[config.mk]
export PLATFORM = sky130hd
export DESIGN_NAME = video_source_gen
export DESIGN_NICKNAME = d
export VERILOG_FILES = /design/src/rtl/video_source_gen.sv
export SDC_FILE = /design/constraint.sdc
export NUM_CORES = 1
export LEC_CHECK = 0
export CORE_ASPECT_RATIO = 0.5
export CORE_MARGIN = 2
export CORE_UTILIZATION = 53
export CTS_CLUSTER_DIAMETER = 150
export DETAILED_ROUTE_END_ITERATION = 8
export PLACE_DENSITY = 0.76
export RECOVER_POWER = 25
export SLEW_MARGIN = 30
export SYNTH_ARGS = -nofsm -noshare
export SYNTH_HDL_FRONTEND = slang
export SYNTH_SLANG_ARGS = --single-unit
[constraint.sdc]
create_clock -name pix_clk -period 3.7 [get_ports pix_clk]
set_input_delay 0.74 -clock pix_clk [delete_from_list [all_inputs] [get_ports pix_clk]]
set_output_delay 0.74 -clock pix_clk [all_outputs]
set_load 0.02 [all_outputs]
[src/rtl/video_source_gen.sv]
// rtl/video_source_gen.sv - frame-timing and test-pattern pixel bus source
// Emits one fval/lval/dval frame per enable with programmable blanking and four test patterns.
module video_source_gen #(
    parameter int FRAME_W  = 640,
    parameter int FRAME_H  = 480,
    parameter int MSB_BPP  = 8,
    parameter int H_BLANK  = 16,
    parameter int V_BLANK  = 8,
    parameter int FV_LEAD  = 2,
    parameter int FV_TRAIL = 2
) (
    input  logic                       pix_clk,
    input  logic                       rst_n,
    input  logic                       enable,
    input  logic [1:0]                 pattern_sel,
    input  logic [MSB_BPP-1:0]         const_val,
    output logic                       fval,
    output logic                       lval,
    output logic                       dval,
    output logic [MSB_BPP-1:0]         pix_data,
    output logic [$clog2(FRAME_W)-1:0] pix_x,
    output logic [$clog2(FRAME_H)-1:0] pix_y,
    output logic [15:0]                frame_cnt,
    output logic                       frame_done
);

    localparam int XW   = $clog2(FRAME_W);
    localparam int YW   = $clog2(FRAME_H);
    localparam int M1   = (FRAME_W > H_BLANK) ? FRAME_W : H_BLANK;
    localparam int M2   = (V_BLANK > FV_LEAD) ? V_BLANK : FV_LEAD;
    localparam int M3   = (M2 > FV_TRAIL) ? M2 : FV_TRAIL;
    localparam int SPAN = (M1 > M3) ? M1 : M3;
    localparam int CW   = $clog2(SPAN + 1);

    typedef enum logic [2:0] {
        S_IDLE, S_FV_LEAD, S_LINE, S_HBLANK, S_FV_TRAIL, S_VBLANK
    } state_t;

    state_t             state, state_n;
    logic [CW-1:0]      cnt, cnt_n;
    logic [YW-1:0]      line, line_n;
    logic               latch;
    logic [1:0]         pat_q, pat_eff;
    logic [MSB_BPP-1:0] const_q, const_eff;

    logic               fval_n, lval_n, done_n;
    logic [XW-1:0]      x_n;
    logic [YW-1:0]      y_n;
    logic [MSB_BPP-1:0] data_n;
    logic [15:0]        fcnt_n;
    logic               x_b3, y_b3;

    // Outputs are registered from the next-state values so they line up with the state they describe.
    always_ff @(posedge pix_clk or negedge rst_n) begin
        if (!rst_n) begin
            state      <= S_IDLE;
            cnt        <= '0;
            line       <= '0;
            pat_q      <= '0;
            const_q    <= '0;
            fval       <= 1'b0;
            lval       <= 1'b0;
            dval       <= 1'b0;
            pix_data   <= '0;
            pix_x      <= '0;
            pix_y      <= '0;
            frame_cnt  <= '0;
            frame_done <= 1'b0;
        end else begin
            state      <= state_n;
            cnt        <= cnt_n;
            line       <= line_n;
            pat_q      <= pat_eff;
            const_q    <= const_eff;
            fval       <= fval_n;
            lval       <= lval_n;
            dval       <= lval_n;
            pix_data   <= data_n;
            pix_x      <= x_n;
            pix_y      <= y_n;
            frame_cnt  <= fcnt_n;
            frame_done <= done_n;
        end
    end

    always_comb begin
        state_n = state;
        cnt_n   = cnt + CW'(1);
        line_n  = line;
        latch   = 1'b0;
        case (state)
            S_IDLE: begin
                cnt_n = '0;
                if (enable) begin
                    state_n = S_FV_LEAD;
                    line_n  = '0;
                    latch   = 1'b1;
                end
            end
            S_FV_LEAD: begin
                if (cnt == CW'(FV_LEAD - 1)) begin
                    state_n = S_LINE;
                    cnt_n   = '0;
                end
            end
            S_LINE: begin
                if (cnt == CW'(FRAME_W - 1)) begin
                    cnt_n   = '0;
                    state_n = (line == YW'(FRAME_H - 1)) ? S_FV_TRAIL : S_HBLANK;
                end
            end
            S_HBLANK: begin
                if (cnt == CW'(H_BLANK - 1)) begin
                    state_n = S_LINE;
                    cnt_n   = '0;
                    line_n  = line + YW'(1);
                end
            end
            S_FV_TRAIL: begin
                if (cnt == CW'(FV_TRAIL - 1)) begin
                    state_n = S_VBLANK;
                    cnt_n   = '0;
                end
            end
            S_VBLANK: begin
                if (cnt == CW'(V_BLANK - 1)) begin
                    cnt_n = '0;
                    if (enable) begin
                        state_n = S_FV_LEAD;
                        line_n  = '0;
                        latch   = 1'b1;
                    end else begin
                        state_n = S_IDLE;
                    end
                end
            end
            default: begin
                state_n = S_IDLE;
                cnt_n   = '0;
                line_n  = '0;
            end
        endcase
    end

    always_comb begin
        pat_eff   = latch ? pattern_sel : pat_q;
        const_eff = latch ? const_val : const_q;
        fval_n    = (state_n == S_FV_LEAD) || (state_n == S_LINE) ||
                    (state_n == S_HBLANK) || (state_n == S_FV_TRAIL);
        lval_n    = (state_n == S_LINE);
        x_n       = lval_n ? XW'(cnt_n) : '0;
        y_n       = fval_n ? line_n : '0;
        // Shift-then-truncate yields 0 for coordinates too narrow to have bit 3.
        x_b3      = 1'(x_n >> 3);
        y_b3      = 1'(y_n >> 3);
        data_n    = '0;
        if (lval_n) begin
            case (pat_eff)
                2'd0:    data_n = MSB_BPP'(x_n);
                2'd1:    data_n = MSB_BPP'(y_n);
                2'd2:    data_n = (x_b3 ^ y_b3) ? '1 : '0;
                default: data_n = const_eff;
            endcase
        end
        done_n = (state_n == S_VBLANK) && (state != S_VBLANK);
        fcnt_n = frame_cnt + {15'd0, done_n};
    end

endmodule
==> results.tsv, run 1 <==
metric	value	unit
finalWirelength	8.53	mm
antenna_found_initial	0	
syn-cell-area	3630	µm²
status	finished, violations left	
path_cells	ha_1, nand3_1, or3_4, a211o_1, nor4_4, xnor2_2, buf_4, o32a_1, a21oi_1	
fin_skew	5.76	ps
ir_worst_vdd	0.364	mV
critPathSlowestCell	dfrtp_1	
synth_edf_count	0	
first_global_vias	2931	
ys_seq_area_share	53.7	%
worst-path-buf-inv	1	
r2r_cells	9	
failed_checks	capacitance limit, slew limit	
required	3970	ps
holdWs	458	ps
num_io_pins	60	
crit_path_end_kind	flop	
path_depth	9	
finalSetupViolCount	0	
muxShareOfSynthArea	0.551	%
worst_slew_pin_slew	1860	ps
numCtsBuffers	9	
synth_seq_cells	78	
cpPeakStageDelay	490	ps
report.final.hold_viol_count	0	
synth-xor-area-share	5.75	%
cts_tree	done	
die_area	7580	µm²
critPathTopFamily	simple AND/OR/NAND/NOR gates	
arrival	3440	ps
final_common_cell	dfrtp_1	
clk_pin_slew	60	ps
hpwlAfterDp	6.02	mm
layout-drive-gt1-share	7.46	%
area_growth	26.4	%
antenna-diode-count	0	
clkSinkCount	78	
holdPathStages	2	
drc_errors	0	
clock_path_buffers	2	
rsz0062_at_grt	no	
grt_max_degree	79	
die_y	62.6	µm
synthAdderAreaFrac	1.72	%
vias_per_cell	5.67	
final_cell_mix	78 x dfrtp_1, 58 x clkdlybuf4s50_1, 43 x nor2_1, 39 x nand2_1	
portBuffers	59	
crit_type	flop to flop	
drt_iter0_markers	240	
synth_compound_area_share	11.9	%
grt_usage	24.9	%
slew_violations	79	
syn-num-nets	384	
initial_core_util	54.7	%
cts_setup_buffers	0	
p_leak	2.03	nW
maxCapViolations	1	
finalSetupTns	0	ps
start_kind	flop	
syn_area_per_cell	9.93	µm²
relSlewSlack	-23.7	%
hold_buffers	0	
multi_input_area	1540	µm²
synthSimpleGateAreaFrac	22.3	%
yosysWarnings	0	
regArea	1950	µm²
synth_top_family_by_area	simple AND/OR/NAND/NOR gates	
core	6650	µm²
grt_pass1_wl	14.4	mm
ys_async_sr_fraction	100	%
rows	21	
fmax	315	MHz
grt.overflow.total	0	
ys.flop_type	dfrtp_1	
fin_nets	442	
layout_min_cycle_time	3180	ps
netlist_instances	366	
hold_path.class	flop to flop	
ant_nets	0	
dr.pass1.iters	5	
power.density	412	nW/µm²
clock_latency	340	ps
final.fill_count	512	
root_buffer	clkbuf_16	
drt-wirelength-per-cell	16.4	µm
timing.final.crit_share	85.8	%
htree_levels	3	
yosys.cell_types.count	55	
via_count	2955	
fp.dieW	121	µm
cp_max_fo	16	
gp_congestion	0.939	
ctsResizeCount	0	
flip-flops by register name, summed over array words and instances (netlist names):
signal	cells
cnt	10
const_q	8
dval	1
frame_cnt	16
frame_done	1
fval	1
line	9
pat_q	2
pix_data	8
pix_x	10
pix_y	9
state	3
cell type report:
type	count	share of cell area, %
multi-input cells	256	33.4
clock inverters	5	1.80
well taps	92	2.50
inverters	18	1.47
clock buffers	11	5.28
flip-flops and latches	78	42.5
repair buffers	61	13.1
stage by stage:
| step | cells | setup slack, ps | area (µm²) | power (W) | utilization [%] |
|---|---|---|---|---|---|
| floorplan | 366 | 630 | 3630 | 0.000911 | - |
| global placement | 505 | 351 | 4270 | 0.000956 | 64.3 |
| detailed placement | 505 | 230 | 4270 | 0.000959 | 64.3 |
| CTS | 521 | 538 | 4600 | 0.00191 | 69.2 |
| global route | 521 | 193 | 4600 | 0.00195 | 69.1 |
| finish | 521 | 525 | 4600 | 0.00189 | 69.1 |
logic make-up (layout without fill, tap and decap cells):
kind of cell / Yosys count / in the layout
xor+xnor: 23 / 23
compound gates: 65 / 65
flops: 78 / 78
buf+inv: 32 / 95
fa+ha+maj: 5 / 5
simple gates: 161 / 161
mux: 2 / 2
where the power goes:
group | internal (W) | switching, W
clock network | 0.000609 | 0.000342
registers | 0.000865 | 0.00000560
logic | 0.0000303 | 0.0000411
worst register-to-register path: stages (launching register included):
cell,delay [ps]
dfrtp_1,490
ha_1,380
nand3_1,280
or3_4,460
a211o_1,360
nor4_4,300
xnor2_2,110
buf_4,220
o32a_1,370
a21oi_1,140
layer usage:
| layer | up-vias | share of wire (%) | GRT usage, % |
|---|---|---|---|
| met5 | - | 0 | 0 |
| met4 | 0 | 2.4 | 9.45 |
| met3 | 23 | 8.4 | 7.66 |
| met2 | 124 | 43 | 35.3 |
| met1 | 1404 | 46 | 36.1 |
| li1 | 1404 | - | - |
cell usage after synthesis (all sizes together), types with 3 or more instances:
master | instances | area share (%)
nand2 | 39 | 4.0
o21ai | 18 | 2.5
ha | 5 | 1.7
xor2 | 9 | 2.2
and3 | 6 | 1.1
nor2 | 43 | 4.4
a31oi | 6 | 1.0
inv | 17 | 1.8
nand3b | 3 | 0.62
or2 | 5 | 0.86
nor3 | 11 | 1.5
nand4 | 10 | 1.7
clkbuf | 8 | 0.83
nor3b | 3 | 0.62
nand3 | 18 | 2.5
xnor2 | 14 | 3.6
and2 | 4 | 0.69
buf | 6 | 1.4
nand2b | 4 | 0.69
nor4 | 6 | 1.4
o32a | 7 | 1.9
dfrtp | 78 | 54
or3 | 3 | 0.65
a21oi | 15 | 2.2
worst paths after layout:
path                       slack [ps]  startpoint           to
setup reg to reg                  520      cnt[0]  pix_data[2]
min in group asynchronous         910       rst_n   const_q[5]
setup / recovery                  520      cnt[0]  pix_data[2]
hold reg to reg                   460  const_q[7]   const_q[7]
hold / removal                    460  const_q[7]   const_q[7]
max in group asynchronous        1690       rst_n     pix_x[8]
(Power assumes the default switching activity.)
==> run 2, diff against run 1 <==
--- a/config.mk
+++ b/config.mk
@@ -12,7 +12,6 @@
 export DETAILED_ROUTE_END_ITERATION = 8
 export PLACE_DENSITY = 0.76
 export RECOVER_POWER = 25
-export SLEW_MARGIN = 30
 export SYNTH_ARGS = -nofsm -noshare
 export SYNTH_HDL_FRONTEND = slang
 export SYNTH_SLANG_ARGS = --single-unit
==> run 2 against run 1 <==
  * The run still ends with capacitance limit, slew limit left
  * Non-clock buffer count is the same
  * Sequential power about the same
  * Design area stayed put
  * First-iteration DRC count increased by 3.8%
  * Via count down 0.24%
  * Total power hardly changed
  * Critical path depth is the same
  * Global-route usage is the same
  * Combinational power barely moved
  * Hold slack better by 2.3 ps
  * Register-to-register slack hardly changed
  * Count of clock-buffer cells in the layout is the same
==> results.tsv, run 2 (synthesis gave the netlist of run 1 again) <==
metric	value	unit	change
holdPathStages	2		unchanged
hold_path_end	const_q[7]		unchanged
finalSetupTns	0	ps	unchanged
numCtsBuffers	9		unchanged
relSlewSlack	-25.8	%	was -23.7%
ir_worst_vdd	0.364	mV	about the same
power_frac_seq	46.0	%	about the same
root_buffer	clkbuf_16		unchanged
largest_reg_flops	16		unchanged
critPathSlowestCell	dfrtp_1		unchanged
final_common_cell	dfrtp_1		unchanged
clockPowerShare	50.2	%	about the same
fmax	315	MHz	about the same
layout-drive-gt1-share	7.46	%	unchanged
finalSetupViolCount	0		unchanged
initial_core_util	54.7	%	unchanged
die_y	62.6	µm	unchanged
cpPeakStageDelay	500	ps	was 490 ps
final_cell_mix	78 x dfrtp_1, 58 x clkdlybuf4s50_1, 43 x nor2_1, 39 x nand2_1		unchanged
top_regs	frame_cnt (16), cnt (10), pix_x (10)		unchanged
core	6650	µm²	unchanged
fin_skew	5.95	ps	was 5.76 ps
report.final.hold_viol_count	0		unchanged
r2r_cells	9		unchanged
hold_buffers	0		unchanged
p_sw_share	20.5	%	about the same
hpwlAfterDp	6.02	mm	unchanged
htree_levels	3		unchanged
clock_latency	340	ps	about the same
maxCapViolations	1		unchanged
r2r-end	pix_data[2]		unchanged
crit_path_end_kind	flop		unchanged
drt-wirelength-per-cell	16.5	µm	was 16.4 µm
final.fill_count	510		was 512
r2r-start	cnt[0]		unchanged
vias_per_cell	5.66		was 5.67
cp_max_fo	16		unchanged
rsz0062_at_grt	no		unchanged
drt_iter0_markers	249		was 240
p_int	0.00150	W	about the same
gp_congestion	0.939		unchanged
holdWs	461	ps	was 458 ps
pwr-share-comb	3.8	%	about the same
start_kind	flop		unchanged
ctsResizeCount	0		unchanged
arrival	3440	ps	about the same
cts_tree	done		unchanged
ant_nets	0		unchanged
drc_errors	0		unchanged
clkSinkCount	78		unchanged
clock_path_buffers	2		unchanged
crit_type	flop to flop		unchanged
r2r_slack	530	ps	was 520 ps
required	3970	ps	about the same
layout_min_cycle_time	3170	ps	was 3180 ps
status	finished, violations left		unchanged
timing.final.crit_share	85.8	%	about the same
power.density	412	nW/µm²	about the same
grt_max_degree	79		unchanged
antenna_found_initial	0		unchanged
fin_nets	442		unchanged
die_area	7580	µm²	unchanged
portBuffers	59		unchanged
dr.pass1.iters	5		unchanged
area_growth	26.4	%	unchanged
grt_pass1_wl	14.4	mm	unchanged
failed_checks	capacitance limit, slew limit		unchanged
rows	21		unchanged
clk_pin_slew	60	ps	about the same
grt.overflow.total	0		unchanged
slew_violations	79		unchanged
antenna-diode-count	0		unchanged
grt_usage	24.9	%	unchanged
path_cells	ha_1, nand3_1, or3_4, a211o_1, nor4_4, xnor2_2, buf_4, o32a_1, a21oi_1		unchanged
min_from	const_q[7]		unchanged
regMostFlops	frame_cnt		unchanged
first_global_vias	2931		unchanged
fp.dieW	121	µm	unchanged
via_count	2948		was 2,955
num_io_pins	60		unchanged
worst_slew_pin_slew	1890	ps	was 1860 ps
hold_path.class	flop to flop		unchanged
power_switching	0.000389	W	about the same
finalWirelength	8.59	mm	was 8.53 mm
cts_setup_buffers	0		unchanged
p_leak	2.03	nW	unchanged
[run 2: cell counts in the layout (fill, tap and decap cells not counted)]
Identical to the previous run, type by type.
[run 2: stage by stage]
stage	instance area, µm²	utilization [%]	cells	setup WS, ps	power [W]
2_1_floorplan	3630	-	366	630	0.000911
6_report	4600	69.1	521	526	0.00189
5_1_grt	4600	69.1	521	193	0.00195
3_5_place_dp	4270	64.3	505	230	0.000959
3_3_place_gp	4270	64.3	505	351	0.000956
4_1_cts	4600	69.2	521	538	0.00191
[run 2: critical path: cells and delay by family (launching register included)]
kind            cells  cell delay [ps]
xor+xnor            1              110
simple gates        3             1040
flops               1              500
fa+ha+maj           1              380
buf+inv             1              220
compound gates      3              860
[run 2: routing by layer]
metal / GRT usage, % / wire (µm)
met3: 7.66 / 715
met1: 36.1 / 4020
met4: 9.45 / 173
met5: 0 / 0
met2: 35.3 / 3680
[run 2: final cells by class]
type	count	area, µm²	area share [%]
sequential	78	1950	42.5
multi-input combinational	256	1540	33.4
timing repair buffer	61	601	13.1
clock buffer	11	243	5.28
tap	92	115	2.50
clock inverter	5	82.6	1.80
inverter	18	67.6	1.47
[run 2: power groups by stage]
stage	Clock (W)	Combinational [W]	Sequential, W
after floorplan	0	0.0000180	0.000893
after CTS	0.000963	0.0000734	0.000871
final	0.000950	0.0000716	0.000871
after global routing	0.00100	0.0000797	0.000871
after detailed placement	0	0.0000730	0.000886
after global placement	0	0.0000705	0.000886
[run 2: how the worst max path moves through the flow]
stage,start,to,slack (ps),cells past startpoint
global placement,enable,pix_data[5],350,8
finish,cnt[0],pix_data[2],530,9
detailed placement,enable,pix_data[0],230,9
global route,cnt[0],pix_data[1],190,9
floorplan,cnt[4],pix_data[3],630,10
CTS,cnt[0],pix_data[0],540,9
==> run 3, diff against run 2 <==
--- a/config.mk
+++ b/config.mk
@@ -7,10 +7,11 @@
 export LEC_CHECK = 0
 export CORE_ASPECT_RATIO = 0.5
 export CORE_MARGIN = 2
-export CORE_UTILIZATION = 53
+export CORE_UTILIZATION = 30
 export CTS_CLUSTER_DIAMETER = 150
 export DETAILED_ROUTE_END_ITERATION = 8
-export PLACE_DENSITY = 0.76
+export DONT_BUFFER_PORTS = 1
+export PLACE_DENSITY = 0.41
 export RECOVER_POWER = 25
 export SYNTH_ARGS = -nofsm -noshare
 export SYNTH_HDL_FRONTEND = slang
==> constraint.sdc (replaced) <==
create_clock -name pix_clk -period 4 [get_ports pix_clk]
set_input_delay 0.8 -clock pix_clk [delete_from_list [all_inputs] [get_ports pix_clk]]
set_output_delay 0.8 -clock pix_clk [all_outputs]
set_load 0.02 [all_outputs]
==> run 3 against run 2 <==
  * The run now ends clean
  * Via count down 8.5%
  * Sequential share of layout area up 5.3 points
  * Hold slack worse by 310 ps
  * First-iteration DRC count down 27%
  * Non-clock buffer count down 58
  * Die area up 72%
  * Critical endpoint is now pix_data[3]
==> results.tsv, run 3 (synthesis gave the netlist of run 1 again) <==
metric	value	unit	change
largest_reg_flops	16		unchanged
p_int	0.00131	W	was 0.00150 W
layout-drive-gt1-share	8.63	%	was 7.46%
dr.pass1.iters	4		was 5
worst_slew_pin_slew	765	ps	was 1890 ps
arrival	3420	ps	was 3440 ps
power_frac_seq	49.1	%	was 46.0%
met2_usage	21.9	%	was 35.3%
clkSinkCount	78		unchanged
clock_latency	340	ps	about the same
root_buffer	clkbuf_16		unchanged
required	4210	ps	was 3970 ps
path_cells	ha_1, nand3_1, nor3_1, nor3b_1, nor4_4, xnor2_2, clkinv_1, a311oi_1, nor3_1		was ha_1, nand3_1, or3_4, a211o_1, nor4_4, xnor2_2, buf_4, o32a_1, a21oi_1
status	completed		was finished, violations left
core	11800	µm²	was 6650 µm²
via_count	2698		was 2,948
timing.final.crit_share	80.3	%	was 85.8%
clockPowerShare	49.7	%	was 50.2%
drt_iter0_markers	181		was 249
ir_worst_vdd	0.174	mV	was 0.364 mV
worst_slack	788	ps	was 526 ps
placed_cell_area	3780	µm²	was 4270 µm²
multi_input_area	1540	µm²	unchanged
gp_congestion	0.837		was 0.939
fin_area	4090	µm²	was 4600 µm²
first_global_vias	2656		was 2,931
finalPower	0.00166	W	was 0.00189 W
hpwlAfterDp	6.74	mm	was 6.02 mm
final_cell_mix	78 x dfrtp_1, 43 x nor2_1, 39 x nand2_1, 18 x nand3_1, 18 x o21ai_0		was 78 x dfrtp_1, 58 x clkdlybuf4s50_1, 43 x nor2_1, 39 x nand2_1
area_growth	12.4	%	was 26.4%
fp.dieW	160	µm	was 121 µm
grt.busiest_layer	met2		was met1
fmax	311	MHz	was 315 MHz
regArea	1950	µm²	unchanged
start_kind	flop		unchanged
hold_buffers	0		unchanged
ctsResizeCount	0		unchanged
finalSetupTns	0	ps	unchanged
grt_pass1_wl	14.8	mm	was 14.4 mm
numCtsBuffers	9		unchanged
crit_type	flop to flop		unchanged
die_y	81.8	µm	was 62.6 µm
htree_levels	3		unchanged
antenna_found_initial	0		unchanged
relSlewSlack	49.0	%	was -25.8%
rsz0062_at_grt	no		unchanged
layout_min_cycle_time	3210	ps	was 3170 ps
slew_violations	0		was 79
p_leak	1.80	nW	was 2.03 nW
critPathSlowestCell	nor3b_1		was dfrtp_1
final.fill_count	1206		was 510
cts_tree	done		unchanged
vias_per_cell	5.03		was 5.66
pre_cts_ws	790	ps	was 230 ps
power_switching	0.000350	W	was 0.000389 W
pwr-share-comb	1.3	%	was 3.8%
rows	28		was 21
cpMostUsedCell	nor3_1		
use_met1	20.2	%	was 36.1%
crit_path_end_kind	flop		unchanged
report.final.hold_viol_count	0		unchanged
maxCapViolations	0		was 1
portBuffers	0		was 59
worst-path-buf-inv	1		unchanged
cpPeakStageDelay	520	ps	was 500 ps
grt_usage	15.0	%	was 24.9%
clock_path_buffers	2		unchanged
p_sw_share	21.1	%	was 20.5%
clk_pin_slew	60	ps	about the same
regMostFlops	frame_cnt		unchanged
globalRouteMet3Util	5.71	%	was 7.66%
critPathTopFamily	simple AND/OR/NAND/NOR gates		unchanged
ant_nets	0		unchanged
num_io_pins	60		unchanged
fin_nets	384		was 442
power.density	406	nW/µm²	was 412 nW/µm²
grt_max_degree	79		unchanged
die_area	13100	µm²	was 7580 µm²
drt-wirelength-per-cell	17.3	µm	was 16.5 µm
top_regs	frame_cnt (16), cnt (10), pix_x (10)		unchanged
initial_core_util	30.8	%	was 54.7%
grt.overflow.total	0		unchanged
final_common_cell	dfrtp_1		unchanged
holdWs	155	ps	was 461 ps
hold_path.class	primary input to asynchronous set/reset pin		was flop to flop
finalSetupViolCount	0		unchanged
cp_max_fo	8		was 16
antenna-diode-count	0		unchanged
drc_errors	0		unchanged
finalWirelength	9.30	mm	was 8.59 mm
fin_skew	7.81	ps	was 5.95 ps
cts_setup_buffers	0		unchanged
-- run 3: power groups by stage --
stage                logic, W  registers, W  clock network [W]
floorplan           0.0000166      0.000826                  0
global placement    0.0000204      0.000829                  0
detailed placement  0.0000207      0.000829                  0
CTS                 0.0000208      0.000815           0.000853
global route        0.0000235      0.000815           0.000890
finish              0.0000208      0.000815           0.000824
-- run 3: layer usage --
| metal | vias to the layer above | share of wire (%) |
|---|---|---|
| li1 | 1285 | - |
| met1 | 1319 | 50 |
| met2 | 84 | 40 |
| met3 | 10 | 7.8 |
| met4 | 0 | 1.4 |
| met5 | - | 0 |
-- run 3: per-stage QoR --
step / util (%) / cells
floorplan: - / 366
global placement: 32.0 / 520
detailed placement: 32.0 / 520
CTS: 34.6 / 536
global route: 34.6 / 536
finish: 34.6 / 536
-- run 3: worst paths after layout --
path	cells after the start	slack, ps	startpoint	endpoint
worst max-delay path	9	790	cnt[0]	pix_data[3]
worst min register to register	2	460	const_q[1]	const_q[1]
worst max register to register	9	790	cnt[0]	pix_data[3]
min in group pix_clk	2	460	const_q[1]	const_q[1]
worst min-delay path	0	160	rst_n	const_q[2]
max in group asynchronous	0	3720	rst_n	frame_cnt[1]
-- run 3: cell type report --
cell class,count,share of cell area [%]
Inverter,18,1.65
Clock inverter,5,1.44
Clock buffer,11,5.94
Timing Repair Buffer,3,0.551
Multi-Input combinational cell,256,37.6
Tap cell,165,5.05
Sequential cell,78,47.8
